## config.mk

```make
export PLATFORM = sky130hd
export DESIGN_NAME = kamacore_hazard_controller_flat
export DESIGN_NICKNAME = d
export VERILOG_FILES = /design/src/rtl/kamacore_hazard_if.sv /design/src/rtl/kamacore_hazard_controller.sv /design/src/flat_wrapper.sv
export SDC_FILE = /design/constraint.sdc
export NUM_CORES = 1
export LEC_CHECK = 0
export CORE_ASPECT_RATIO = 1.5
export CORE_MARGIN = 8
export CORE_UTILIZATION = 44
export DETAILED_ROUTE_END_ITERATION = 10
export GPL_TIMING_DRIVEN = 1
export PLACE_DENSITY_LB_ADDON = 0.12
export SLEW_MARGIN = 20
export SYNTH_ARGS = -nofsm -noshare
export SYNTH_HDL_FRONTEND = slang
export SYNTH_SLANG_ARGS = --single-unit
```

## constraint.sdc

```tcl
create_clock -name clk -period 2 [get_ports clk]
set_clock_uncertainty 0.15 [all_clocks]
set_input_delay 0.4 -clock clk [delete_from_list [all_inputs] [get_ports clk]]
set_output_delay 0.4 -clock clk [all_outputs]
set_load 0.05 [all_outputs]
```

## src/rtl/kamacore_hazard_if.sv

```systemverilog
// rtl/kamacore_hazard_if.sv - hazard-detect inputs and stall/flush controls between pipeline and sequencer
interface kamacore_hazard_if #(
   parameter int REG_ADDR_WIDTH    = 4,
   parameter int STALL_COUNT_WIDTH = 16
) ();
   logic [REG_ADDR_WIDTH-1:0]    ID_register_a;
   logic [REG_ADDR_WIDTH-1:0]    ID_register_b;
   logic                         ID_uses_a;
   logic                         ID_uses_b;
   logic [REG_ADDR_WIDTH-1:0]    EX_destination_register;
   logic                         EX_control_mem_read;
   logic                         EX_branch_taken;
   logic                         MEM_mem_req;
   logic                         MEM_mem_ack;
   logic                         stall_PC;
   logic                         stall_IF_ID;
   logic                         stall_ID_EX;
   logic                         stall_EX_MEM;
   logic                         flush_IF_ID;
   logic                         flush_ID_EX;
   logic                         flush_MEM_WB;
   logic                         fault;
   logic [STALL_COUNT_WIDTH-1:0] stall_cycles;

   modport master (
      output ID_register_a, ID_register_b, ID_uses_a, ID_uses_b,
             EX_destination_register, EX_control_mem_read, EX_branch_taken,
             MEM_mem_req, MEM_mem_ack,
      input  stall_PC, stall_IF_ID, stall_ID_EX, stall_EX_MEM,
             flush_IF_ID, flush_ID_EX, flush_MEM_WB, fault, stall_cycles
   );

   modport slave (
      input  ID_register_a, ID_register_b, ID_uses_a, ID_uses_b,
             EX_destination_register, EX_control_mem_read, EX_branch_taken,
             MEM_mem_req, MEM_mem_ack,
      output stall_PC, stall_IF_ID, stall_ID_EX, stall_EX_MEM,
             flush_IF_ID, flush_ID_EX, flush_MEM_WB, fault, stall_cycles
   );
endinterface

```

## src/rtl/kamacore_hazard_controller.sv

```systemverilog
// rtl/kamacore_hazard_controller.sv - kamacore 5-stage pipeline sequencer: load-use, branch flush, memory wait and timeout fault
module kamacore_hazard_controller #(
   parameter int REG_ADDR_WIDTH    = 4,
   parameter int MEM_TIMEOUT       = 64,
   parameter int TIMEOUT_WIDTH     = 8,
   parameter int STALL_COUNT_WIDTH = 16
) (
   input  logic             clk,
   input  logic             reset,
   kamacore_hazard_if.slave hz
);
   typedef enum logic [1:0] {
      RUN      = 2'd0,
      MEM_WAIT = 2'd1,
      FAULT    = 2'd2
   } state_t;

   localparam logic [TIMEOUT_WIDTH-1:0] TIMEOUT_LIM = TIMEOUT_WIDTH'(MEM_TIMEOUT);

   state_t                       state_q, state_d;
   logic [TIMEOUT_WIDTH-1:0]     wait_cnt_q, wait_cnt_d;
   logic [STALL_COUNT_WIDTH-1:0] stall_cycles_q, stall_cycles_d;

   logic mem_wait;
   logic load_use;
   logic mem_stall;
   logic eval_hazards;
   logic branch_flush;
   logic load_use_stall;
   logic stall_pc_int;

   assign mem_wait = hz.MEM_mem_req & ~hz.MEM_mem_ack;

   // r0 is hardwired zero, so a load targeting it can never feed the ID instruction
   assign load_use = hz.EX_control_mem_read
                   & (hz.EX_destination_register != '0)
                   & ((hz.ID_uses_a & (hz.ID_register_a == hz.EX_destination_register))
                    | (hz.ID_uses_b & (hz.ID_register_b == hz.EX_destination_register)));

   always_comb begin
      state_d      = state_q;
      wait_cnt_d   = wait_cnt_q;
      mem_stall    = 1'b0;
      eval_hazards = 1'b0;
      case (state_q)
         RUN: begin
            if (mem_wait) begin
               mem_stall  = 1'b1;
               state_d    = MEM_WAIT;
               wait_cnt_d = TIMEOUT_WIDTH'(1);
            end else begin
               eval_hazards = 1'b1;
            end
         end
         MEM_WAIT: begin
            // a dropped request without ack releases the pipeline just like an ack
            if (mem_wait) begin
               mem_stall  = 1'b1;
               wait_cnt_d = wait_cnt_q + TIMEOUT_WIDTH'(1);
               if (wait_cnt_d == TIMEOUT_LIM) begin
                  state_d = FAULT;
               end
            end else begin
               state_d      = RUN;
               wait_cnt_d   = '0;
               eval_hazards = 1'b1;
            end
         end
         FAULT: begin
            mem_stall = 1'b1;
         end
         default: begin
            state_d    = RUN;
            wait_cnt_d = '0;
         end
      endcase
   end

   // a taken branch squashes the ID instruction, which makes its load-use moot
   assign branch_flush   = eval_hazards & hz.EX_branch_taken;
   assign load_use_stall = eval_hazards & ~hz.EX_branch_taken & load_use;
   assign stall_pc_int   = ~reset & (mem_stall | load_use_stall);

   always_comb begin
      stall_cycles_d = stall_cycles_q;
      if (stall_pc_int && (stall_cycles_q != '1)) begin
         stall_cycles_d = stall_cycles_q + STALL_COUNT_WIDTH'(1);
      end
   end

   always_ff @(posedge clk or posedge reset) begin
      if (reset) begin
         state_q        <= RUN;
         wait_cnt_q     <= '0;
         stall_cycles_q <= '0;
      end else begin
         state_q        <= state_d;
         wait_cnt_q     <= wait_cnt_d;
         stall_cycles_q <= stall_cycles_d;
      end
   end

   assign hz.stall_PC     = stall_pc_int;
   assign hz.stall_IF_ID  = stall_pc_int;
   assign hz.stall_ID_EX  = ~reset & mem_stall;
   assign hz.stall_EX_MEM = ~reset & mem_stall;
   assign hz.flush_IF_ID  = ~reset & branch_flush;
   assign hz.flush_ID_EX  = ~reset & (branch_flush | load_use_stall);
   assign hz.flush_MEM_WB = ~reset & mem_stall;
   assign hz.fault        = ~reset & (state_q == FAULT);
   assign hz.stall_cycles = stall_cycles_q;
endmodule

```

## src/flat_wrapper.sv

```systemverilog
// flat-port wrapper written by rule: the top's interface ports become plain ports
module kamacore_hazard_controller_flat 
#(
   parameter int REG_ADDR_WIDTH    = 4,
   parameter int MEM_TIMEOUT       = 64,
   parameter int TIMEOUT_WIDTH     = 8,
   parameter int STALL_COUNT_WIDTH = 16
)
  (clk, reset, hz_ID_register_a, hz_ID_register_b, hz_ID_uses_a, hz_ID_uses_b, hz_EX_destination_register, hz_EX_control_mem_read, hz_EX_branch_taken, hz_MEM_mem_req, hz_MEM_mem_ack, hz_stall_PC, hz_stall_IF_ID, hz_stall_ID_EX, hz_stall_EX_MEM, hz_flush_IF_ID, hz_flush_ID_EX, hz_flush_MEM_WB, hz_fault, hz_stall_cycles);
  kamacore_hazard_if #(.REG_ADDR_WIDTH(REG_ADDR_WIDTH), .STALL_COUNT_WIDTH(STALL_COUNT_WIDTH)) hz_i ();
  input  logic clk;
  input  logic reset;
  input wire logic [$bits(hz_i.ID_register_a)-1:0] hz_ID_register_a;
  input wire logic [$bits(hz_i.ID_register_b)-1:0] hz_ID_register_b;
  input wire logic [$bits(hz_i.ID_uses_a)-1:0] hz_ID_uses_a;
  input wire logic [$bits(hz_i.ID_uses_b)-1:0] hz_ID_uses_b;
  input wire logic [$bits(hz_i.EX_destination_register)-1:0] hz_EX_destination_register;
  input wire logic [$bits(hz_i.EX_control_mem_read)-1:0] hz_EX_control_mem_read;
  input wire logic [$bits(hz_i.EX_branch_taken)-1:0] hz_EX_branch_taken;
  input wire logic [$bits(hz_i.MEM_mem_req)-1:0] hz_MEM_mem_req;
  input wire logic [$bits(hz_i.MEM_mem_ack)-1:0] hz_MEM_mem_ack;
  output wire logic [$bits(hz_i.stall_PC)-1:0] hz_stall_PC;
  output wire logic [$bits(hz_i.stall_IF_ID)-1:0] hz_stall_IF_ID;
  output wire logic [$bits(hz_i.stall_ID_EX)-1:0] hz_stall_ID_EX;
  output wire logic [$bits(hz_i.stall_EX_MEM)-1:0] hz_stall_EX_MEM;
  output wire logic [$bits(hz_i.flush_IF_ID)-1:0] hz_flush_IF_ID;
  output wire logic [$bits(hz_i.flush_ID_EX)-1:0] hz_flush_ID_EX;
  output wire logic [$bits(hz_i.flush_MEM_WB)-1:0] hz_flush_MEM_WB;
  output wire logic [$bits(hz_i.fault)-1:0] hz_fault;
  output wire logic [$bits(hz_i.stall_cycles)-1:0] hz_stall_cycles;
  assign hz_i.ID_register_a = hz_ID_register_a;
  assign hz_i.ID_register_b = hz_ID_register_b;
  assign hz_i.ID_uses_a = hz_ID_uses_a;
  assign hz_i.ID_uses_b = hz_ID_uses_b;
  assign hz_i.EX_destination_register = hz_EX_destination_register;
  assign hz_i.EX_control_mem_read = hz_EX_control_mem_read;
  assign hz_i.EX_branch_taken = hz_EX_branch_taken;
  assign hz_i.MEM_mem_req = hz_MEM_mem_req;
  assign hz_i.MEM_mem_ack = hz_MEM_mem_ack;
  assign hz_stall_PC = hz_i.stall_PC;
  assign hz_stall_IF_ID = hz_i.stall_IF_ID;
  assign hz_stall_ID_EX = hz_i.stall_ID_EX;
  assign hz_stall_EX_MEM = hz_i.stall_EX_MEM;
  assign hz_flush_IF_ID = hz_i.flush_IF_ID;
  assign hz_flush_ID_EX = hz_i.flush_ID_EX;
  assign hz_flush_MEM_WB = hz_i.flush_MEM_WB;
  assign hz_fault = hz_i.fault;
  assign hz_stall_cycles = hz_i.stall_cycles;
  kamacore_hazard_controller #(.REG_ADDR_WIDTH(REG_ADDR_WIDTH), .MEM_TIMEOUT(MEM_TIMEOUT), .TIMEOUT_WIDTH(TIMEOUT_WIDTH), .STALL_COUNT_WIDTH(STALL_COUNT_WIDTH)) u_core (.clk(clk), .reset(reset), .hz(hz_i));
endmodule
```

==> results_dict.tcl, run 1 <==
set metrics [dict create \
    post-synth-top-count-cell "dfrtp_1" \
    cts.htree.levels 1 \
    min_period_ns 2.16 \
    final_area_sq_um 2650 \
    cts.path.max_buffers 2 \
    synth-edff-count 0 \
    drt-total-wl_um 4650 \
    wl_per_cell_um 16.2 \
    endpoint_kind "output port" \
    clkTransAtPathRegs_ns 0.10 \
    setup_violations 12 \
    max_freq_ghz 0.463 \
    final_layout_size_suffix_gt1_share_pct 48.0 \
    ios 44 \
    hold_viol 0 \
    drc_errors 0 \
    yosysTopAreaCellShare_pct 38.2 \
    port_buffers 43 \
    ys.flop_type "dfrtp_1" \
    cts.sinks 26 \
    synth_area_sq_um 1700 \
    die_h_um 92.2 \
    grt_max_degree 22 \
    track_usage_pct 15.5 \
    grt_pass1_vias 1642 \
    yosysSeqAreaShare_pct 38.2 \
    yosys_warnings 0 \
    drv_cap 0 \
    antenna_cells 0 \
    dieArea_sq_um 6150 \
    synthCells 173 \
    syn-num-nets 195 \
    cts_buffers 3 \
    peakVddDrop_v 0.00104 \
    status "finished with violations" \
    violations "negative setup slack" \
    post-route-util_pct 71.9 \
    syn_to_final_growth_pct 55.7 \
    maxSlewHeadroom_pct 62.4 \
    grt-ovfl-total 0 \
    synthArstFlopShare_pct 100 \
    via_per_inst 5.36 \
    path_max_fanout 4 \
    yosys.area.top_type "dfrtp_1" \
    tightest_slew_ns 0.559 \
    ys_types 44 \
    p_leak_uw 0.00112 \
    die_x_um 66.8 \
    timing.final.ws_setup_ns -0.162 \
    r2r_setup_slack_ns -0.10 \
    drt-initial-drc-count 146 \
    synth_common_cells "dfrtp_1 (26), xor2_1 (17), nand2_1 (15), nand3_1 (15), nor2_1 (15)" \
    cts_root_buffer "clkbuf_8" \
    cp-start-kind "flop" \
    crit_type "reg2out" \
    vias 1538 \
    ctsHoldBuffers 0 \
    cts_tree "built" \
    synth.area.top_cells "dfrtp_1 (38%), xor2_1 (8.8%), nand3_1 (4.4%)" \
    rows 27 \
    post-route-period-util_pct 108 \
    start_util_pct 46.2 \
    core_sq_um 3680 \
    place_area_sq_um 2350 \
    gp_congestion 0.820 \
    rsz0062_at_grt "true" \
    slew_violations 0 \
    grt_pass1_wl_um 7530 \
    avgSynthCellArea_sq_um 9.84 \
    clk_latency_ns 0.27 \
    hpwl_um 3530 \
    final_net_count 267 \
    ys_ff_latch 26 \
    ant_nets 0 \
    cp.arrival_ns 1.61 \
    drtPass1Iterations 4 \
    setup_tns_ns -1.00 \
    finalPower_uw 2310 \
    required_ns 1.45 \
    p_per_area_nw_per_um2 872 \
    hp-class "in2async" \
    antenna_found_initial 0 \
]
-- worst paths after layout --
| path | depth (start not counted) | start | endpoint |
|---|---|---|---|
| worst max-delay path | 4 | u_core.state_q[1] | hz_stall_ID_EX |
| worst min-delay path | 3 | reset | u_core.wait_cnt_q[5] |
| worst max register to register | 6 | u_core.state_q[1] | u_core.hz.stall_cycles[14] |
| worst min register to register | 1 | u_core.hz.stall_cycles[9] | u_core.hz.stall_cycles[9] |
| max in group asynchronous | 4 | reset | u_core.hz.stall_cycles[6] |
| min in group clk | 1 | u_core.hz.stall_cycles[9] | u_core.hz.stall_cycles[9] |
-- layout make-up --
type | count | area (sq um)
clock buffers | 3 | 41.3
clock inverters | 1 | 30.0
fillers | 277 | 1030
inverters | 11 | 45.0
multi-input cells | 129 | 1110
flip-flops and latches | 26 | 662
well taps | 43 | 53.8
repair buffers | 74 | 704
-- timing repair --
item,4_1_cts,5_1_grt
pin swaps,16,12
resized for setup,73,12
buffers inserted,8,1
setup endpoints to repair,23,18
-- through the flow --
| stage | cells | worst slack (ns) | hold WS [ns] |
|---|---|---|---|
| floorplan | 173 | -0.260 | 0.289 |
| global placement | 274 | -0.528 | 0.328 |
| detailed placement | 274 | -0.578 | 0.330 |
| CTS | 286 | -0.160 | 0.238 |
| global route | 287 | -0.213 | 0.233 |
| finish | 287 | -0.162 | 0.228 |
-- sequential cells by signal, summed over array words and instances (netlist names) --
signal / cells
u_core.hz.stall_cycles: 16
u_core.state_q: 2
u_core.wait_cnt_q: 8
-- placed cells by master, fill, tap and decap left out, types with 5 or more instances in the layout --
cell / count
o21ai_0: 7
a211oi_2: 6
nand2_1: 11
dlygate4sd2_1: 11
inv_1: 9
buf_8: 5
xor2_1: 11
buf_12: 7
xor2_2: 6
dfrtp_2: 9
nor2_1: 13
buf_4: 41
nand4_1: 5
nand3_1: 15
dfrtp_1: 17
-- kinds of logic (layout without fill, tap and decap cells) --
group,Yosys count,after routing,share of synthesized area [%]
adders and majority gates,2,2,1.47
muxes,5,5,3.16
AOI/OAI and AO/OA,31,31,17.4
xor gates and xnor gates,22,22,11.3
buffers and inverters,18,89,6.03
DFF,26,26,38.2
and+or+nand+nor,69,69,22.4
-- critical path: stages (launching register included) --
cell and delay (ns):
dfrtp_1 0.41, or3b_4 0.39, a21o_4 0.24, clkinvlp_4 0.14
buf_12 0.15
-- power breakdown --
group	switching, uW	leakage [uW]	internal, uW
Sequential	146	0.000318	651
Clock	174	0.0000357	268
Combinational	671	0.000763	399
Total	990	0.00112	1320
-- routing by layer --
layer | GRT usage, % | vias up | share of wire (%)
li1 | - | 739 | -
met1 | 15.4 | 765 | 36
met2 | 30.4 | 29 | 60
met3 | 2.56 | 5 | 3.2
met4 | 4.29 | 0 | 0.99
met5 | 0 | - | 0
Note: power is estimated with default switching activity, not from simulation.
==> run 2, diff against run 1 <==
--- a/config.mk
+++ b/config.mk
@@ -7,7 +7,8 @@
 export LEC_CHECK = 0
 export CORE_ASPECT_RATIO = 1.5
 export CORE_MARGIN = 8
-export CORE_UTILIZATION = 44
+export CORE_UTILIZATION = 46
+export CTS_BUF_LIST = sky130_fd_sc_hd__clkbuf_8
 export DETAILED_ROUTE_END_ITERATION = 10
 export GPL_TIMING_DRIVEN = 1
 export PLACE_DENSITY_LB_ADDON = 0.12
==> run 2 against run 1 <==
Compared with the run above:
- the run still ends with negative setup slack left
- flip-flop and latch count is the same
- register-to-register slack improved by 0.02 ns
- critical path depth increased by 2
- sequential power increased by 2%
- power rose by 1.4%
- critical path type is now in2out
- critical endpoint is now hz_flush_ID_EX
- largest power group unchanged
- highest routed layer unchanged
==> results_dict.tcl, run 2 (same netlist as run 1, synthesis figures left out) <==
set metrics [dict create \
    status "finished with violations" \
    violations "negative setup slack" \
    gp_congestion 0.849 \
    drt-initial-drc-count 55 \
    core_sq_um 3610 \
    cp_top_family "simple AND/OR/NAND/NOR gates" \
    finalPower_uw 2340 \
    cts_root_buffer "clkbuf_8" \
    final_net_count 271 \
    start_util_pct 47.1 \
    post-route-util_pct 75.0 \
    clkPwrFrac_pct 19.3 \
    slowest_delay_ns 0.52 \
    cts_buffers 3 \
    pwr-share-seq_pct 34.8 \
    min_period_ns 2.18 \
    setup_violations 12 \
    track_usage_pct 16.6 \
    path_max_fanout 5 \
    fillers 244 \
    largest_reg_flops 16 \
    grt_pass1_wl_um 7780 \
    hold_viol 0 \
    ant_nets 0 \
    p_leak_uw 0.00113 \
    p_per_area_nw_per_um2 863 \
    netSwitchingFraction_pct 43.8 \
    drt-total-wl_um 5010 \
    ios 44 \
    cp-start-kind "primary input" \
    rsz0062_at_grt "true" \
    maxSlewHeadroom_pct 73.3 \
    slowest_stage "or4_4" \
    grt-ovfl-total 0 \
    timing.final.ws_setup_ns -0.180 \
    reg2reg_from "u_core.state_q[1]" \
    tightest_slew_ns 0.397 \
    rows 27 \
    antenna_found_initial 0 \
    hold_slack_ns 0.355 \
    vias 1566 \
    cts.sinks 26 \
    endpoint_kind "output port" \
    rr_endpoint "u_core.hz.stall_cycles[9]" \
    hpwl_um 3520 \
    layout_commonest_cell "buf_4" \
    cts.htree.levels 1 \
    crit_buf_inv 2 \
    cp.arrival_ns 1.63 \
    r2r_setup_slack_ns -0.08 \
    drv_cap 0 \
    wl_per_cell_um 17.2 \
    dieArea_sq_um 5940 \
    syn_to_final_growth_pct 59.4 \
    path_cells "buf_8 -> or4_4 -> nand4_1 -> o21bai_4 -> nand2_2 -> buf_6" \
    die_h_um 90.5 \
    final_layout_size_suffix_gt1_share_pct 50.8 \
    antenna_cells 0 \
    cts_tree "built" \
    required_ns 1.45 \
    peakVddDrop_v 0.000888 \
    max_freq_ghz 0.459 \
    ctsHoldBuffers 0 \
    cts.path.max_buffers 2 \
    grt_pass1_vias 1640 \
    clk_latency_ns 0.28 \
    drtPass1Iterations 4 \
    die_x_um 65.7 \
    mostFrequentLayoutCells "buf_4 (40), dfrtp_1 (17), nand3_1 (15), buf_6 (14), nor2_1 (13)" \
    via_per_inst 5.38 \
    drc_errors 0 \
    p_sw_uw 1030 \
    r2r_cells 6 \
    port_buffers 43 \
    internal_power_uw 1310 \
    post-route-period-util_pct 109 \
    slew_violations 0 \
    hp-class "in2async" \
    clkTransAtPathRegs_ns 0.10 \
    crit_type "in2out" \
    pwr-share-comb_pct 45.9 \
    grt_max_degree 27 \
]
run 2: cell count changes in the layout (fill, tap and decap cells not counted), moves of 2 or more:
cell	change
buf_8	-2
dlygate4sd2_1	-2
buf_12	-2
buf_6	+10
a211oi_2	-2
a211oi_4	+2
run 2: how the worst max path moves through the flow:
stage                                        startpoint                   endpoint  cells past startpoint
final                     hz_EX_destination_register[2]             hz_flush_ID_EX                      6
after global routing      hz_EX_destination_register[2]             hz_flush_ID_EX                      6
after CTS                             u_core.state_q[1]            hz_stall_EX_MEM                      4
after detailed placement  hz_EX_destination_register[1]  u_core.hz.stall_cycles[1]                      7
after global placement    hz_EX_destination_register[1]                hz_stall_PC                      6
after floorplan                       u_core.state_q[1]            hz_stall_EX_MEM                      6
run 2: power by group through the flow:
| stage | clock [uW] | sequential, uW | combinational (uW) |
|---|---|---|---|
| floorplan | 0 | 1170 | 307 |
| global placement | 0 | 827 | 975 |
| detailed placement | 0 | 827 | 989 |
| CTS | 454 | 824 | 1030 |
| global route | 472 | 839 | 1140 |
| finish | 452 | 814 | 1070 |
run 2: area by class of cell:
type                    count  area (sq um)  area share, %
flip-flops and latches     26           662           24.4
repair buffers             78           727           26.8
clock inverters             1          30.0           1.11
well taps                  43          53.8           1.98
multi-input cells         129          1150           42.5
clock buffers               3          41.3           1.52
inverters                  11          45.0           1.66
run 2: what timing repair did:
item,in CTS,in global routing
gates resized for setup,82,20
endpoints found under the setup margin,23,20
buffers inserted,12,5
pin swaps,25,13
run 2: through the flow:
stage               setup TNS [ns]  instance area (sq um)  worst slack [ns]  cells
floorplan                    -1.06                   1770            -0.260    173
global placement            -10.42                   2330            -0.545    273
detailed placement          -11.64                   2330            -0.609    273
CTS                          -1.39                   2610            -0.140    289
global route                 -2.11                   2710            -0.210    291
finish                       -1.22                   2710            -0.180    291
run 2: layer usage:
layer  global-route usage [%]  routed length (um)  up-vias
met5                        0                   0        -
met4                     7.31                 167        0
met3                     3.23                 189       14
met2                     32.2                2960       32
li1                         -                   -      752
met1                     15.6                1690      768
run 2: worst reg2reg max path: stages, from the launching register on:
cell and delay, ns:
dfrtp_1 0.40, or3b_4 0.38, a21o_4 0.25, buf_6 0.15
buf_6 0.13, a2111oi_4 0.35, xor2_1 0.19
==> run 3, diff against run 2 <==
--- a/config.mk
+++ b/config.mk
@@ -10,7 +10,7 @@
 export CORE_UTILIZATION = 46
 export CTS_BUF_LIST = sky130_fd_sc_hd__clkbuf_8
 export DETAILED_ROUTE_END_ITERATION = 10
-export GPL_TIMING_DRIVEN = 1
+export GPL_TIMING_DRIVEN = 0
 export PLACE_DENSITY_LB_ADDON = 0.12
 export SLEW_MARGIN = 20
 export SYNTH_ARGS = -nofsm -noshare
==> run 3 against run 2 <==
Compared with the run above:
- the run still ends with negative setup slack left
- largest cell class unchanged
- via count is 3.3% lower
- global-route usage is 0.57 points lower
- largest power group unchanged
- cell area shrank 4.1%
- critical path type is now reg2out
- count of clock-buffer cells in the layout stayed put
- highest routed layer unchanged
==> results_dict.tcl, run 3 (same netlist as run 1, synthesis figures left out) <==
set metrics [dict create \
    via_per_inst 5.45 \
    cts_buffers 3 \
    drt-initial-drc-count 50 \
    cts_root_buffer "clkbuf_8" \
    start_util_pct 47.1 \
    gp_congestion 0.865 \
    path_max_fanout 4 \
    wl_per_cell_um 17.0 \
    rows 27 \
    dieArea_sq_um 5940 \
    post-route-util_pct 72.0 \
    drc_errors 0 \
    final_cells 278 \
    cts.sinks 26 \
    finalPower_uw 2310 \
    fillers 268 \
    hp-class "in2async" \
    cp-start-kind "flop" \
    antenna_found_initial 0 \
    port_buffers 43 \
    grt_max_degree 27 \
    cts.htree.levels 1 \
    pwr-share-comb_pct 46.0 \
    layout_commonest_cell "dlygate4sd2_1" \
    slew_violations 0 \
    core_sq_um 3610 \
    final_area_sq_um 2600 \
    rsz0062_at_grt "true" \
    die_x_um 65.7 \
    grt_pass1_wl_um 7690 \
    maxSlewHeadroom_pct 66.5 \
    track_usage_pct 16.1 \
    post-route-period-util_pct 115 \
    drt-total-wl_um 4730 \
    setup_violations 9 \
    p_leak_uw 0.00108 \
    syn_to_final_growth_pct 52.9 \
    final_net_count 258 \
    crit_type "reg2out" \
    internal_power_uw 1300 \
    peakVddDrop_v 0.000846 \
    timing.final.ws_setup_ns -0.294 \
    grt_pass1_vias 1677 \
    endpoint_kind "output port" \
    hold_viol 0 \
    largest_reg_flops 16 \
    ios 44 \
    violations "negative setup slack" \
    p_sw_uw 1010 \
    antenna_cells 0 \
    final_layout_size_suffix_gt1_share_pct 38.7 \
    required_ns 1.45 \
    cts.path.max_buffers 2 \
    pwr-share-seq_pct 35.0 \
    dp_cells 259 \
    mostFrequentLayoutCells "dlygate4sd2_1 (27), dfrtp_1 (17), nand3_1 (15), buf_4 (14), nor2_1 (13)" \
    die_h_um 90.5 \
    p_per_area_nw_per_um2 888 \
    grt-ovfl-total 0 \
    tightest_slew_ns 0.505 \
    netSwitchingFraction_pct 43.7 \
    place_area_sq_um 2260 \
    clk_latency_ns 0.27 \
    drtPass1Iterations 4 \
    cp.arrival_ns 1.74 \
    setup_tns_ns -1.64 \
    hpwl_um 3360 \
    min_period_ns 2.29 \
    clkPwrFrac_pct 19.0 \
    max_freq_ghz 0.436 \
    drv_cap 0 \
    clkTransAtPathRegs_ns 0.09 \
    status "finished with violations" \
    vias 1514 \
    cts_tree "built" \
    ant_nets 0 \
]
## run 3: cell types whose count changed in the layout (fill, tap and decap cells not counted), sizes merged
| cell | change |
|---|---|
| buf | -32 |
| dlygate4sd2 | +18 |
| clkbuf | +1 |
| clkinv | +1 |
| inv | -1 |
## run 3: layout make-up
type                            count  area [sq um]  area share, %
Tap cell                           43          53.8           2.07
Sequential cell                    26           662           25.4
Multi-Input combinational cell    129          1130           43.4
Clock buffer                        3          41.3           1.59
Timing Repair Buffer               59           557           21.4
Buffer                              6          82.6           3.17
Clock inverter                      1          30.0           1.15
Inverter                           11          45.0           1.73
## run 3: power groups by stage
stage | registers (uW) | logic (uW) | clock network [uW]
3_5_place_dp | 832 | 1010 | 0
3_3_place_gp | 824 | 995 | 0
2_1_floorplan | 1170 | 307 | 0
4_1_cts | 809 | 1010 | 446
6_report | 809 | 1060 | 439
5_1_grt | 828 | 1130 | 465
## run 3: critical path, stage by stage, from the launching register on
cell,delay [ns]
dfrtp_1,0.39
or3b_4,0.40
a21o_4,0.23
buf_8,0.13
clkinvlp_4,0.10
buf_8,0.10
buf_8,0.13
## run 3: final timing paths
kind / from / to / slack [ns] / cells past startpoint
setup / recovery: u_core.state_q[1] / hz_stall_ID_EX / -0.29 / 6
hold / removal: reset / u_core.state_q[0] / 0.14 / 2
setup reg to reg: u_core.state_q[1] / u_core.hz.stall_cycles[14] / -0.15 / 6
hold reg to reg: u_core.hz.stall_cycles[9] / u_core.hz.stall_cycles[9] / 0.36 / 1
max in group asynchronous: reset / u_core.hz.stall_cycles[2] / 1.11 / 3
min in group clk: u_core.hz.stall_cycles[9] / u_core.hz.stall_cycles[9] / 0.36 / 1
## run 3: per-stage QoR
stage,hold WS (ns),setup slack (ns)
final,0.143,-0.294
after global routing,0.175,-0.348
after CTS,0.342,-0.378
after detailed placement,0.331,-1.39
after global placement,0.332,-1.39
after floorplan,0.289,-0.260
## run 3: what timing repair did
| item | in CTS | in global routing |
|---|---|---|
| gates resized for setup | 132 | 23 |
| endpoints found under the hold margin | 0 | 0 |
| endpoints found under the setup margin | 39 | 23 |
| pin swaps | 21 | 12 |
| buffers inserted | 12 | 3 |
| hold buffers | 0 | 0 |
## run 3: metal layers
| metal | part of all wire, % | track usage (%) | vias to the layer above |
|---|---|---|---|
| met5 | 0 | 0 | - |
| met4 | 1.8 | 5.67 | 0 |
| met3 | 3.2 | 2.98 | 8 |
| met2 | 59 | 30.8 | 28 |
| met1 | 36 | 16.0 | 753 |
| li1 | - | - | 725 |
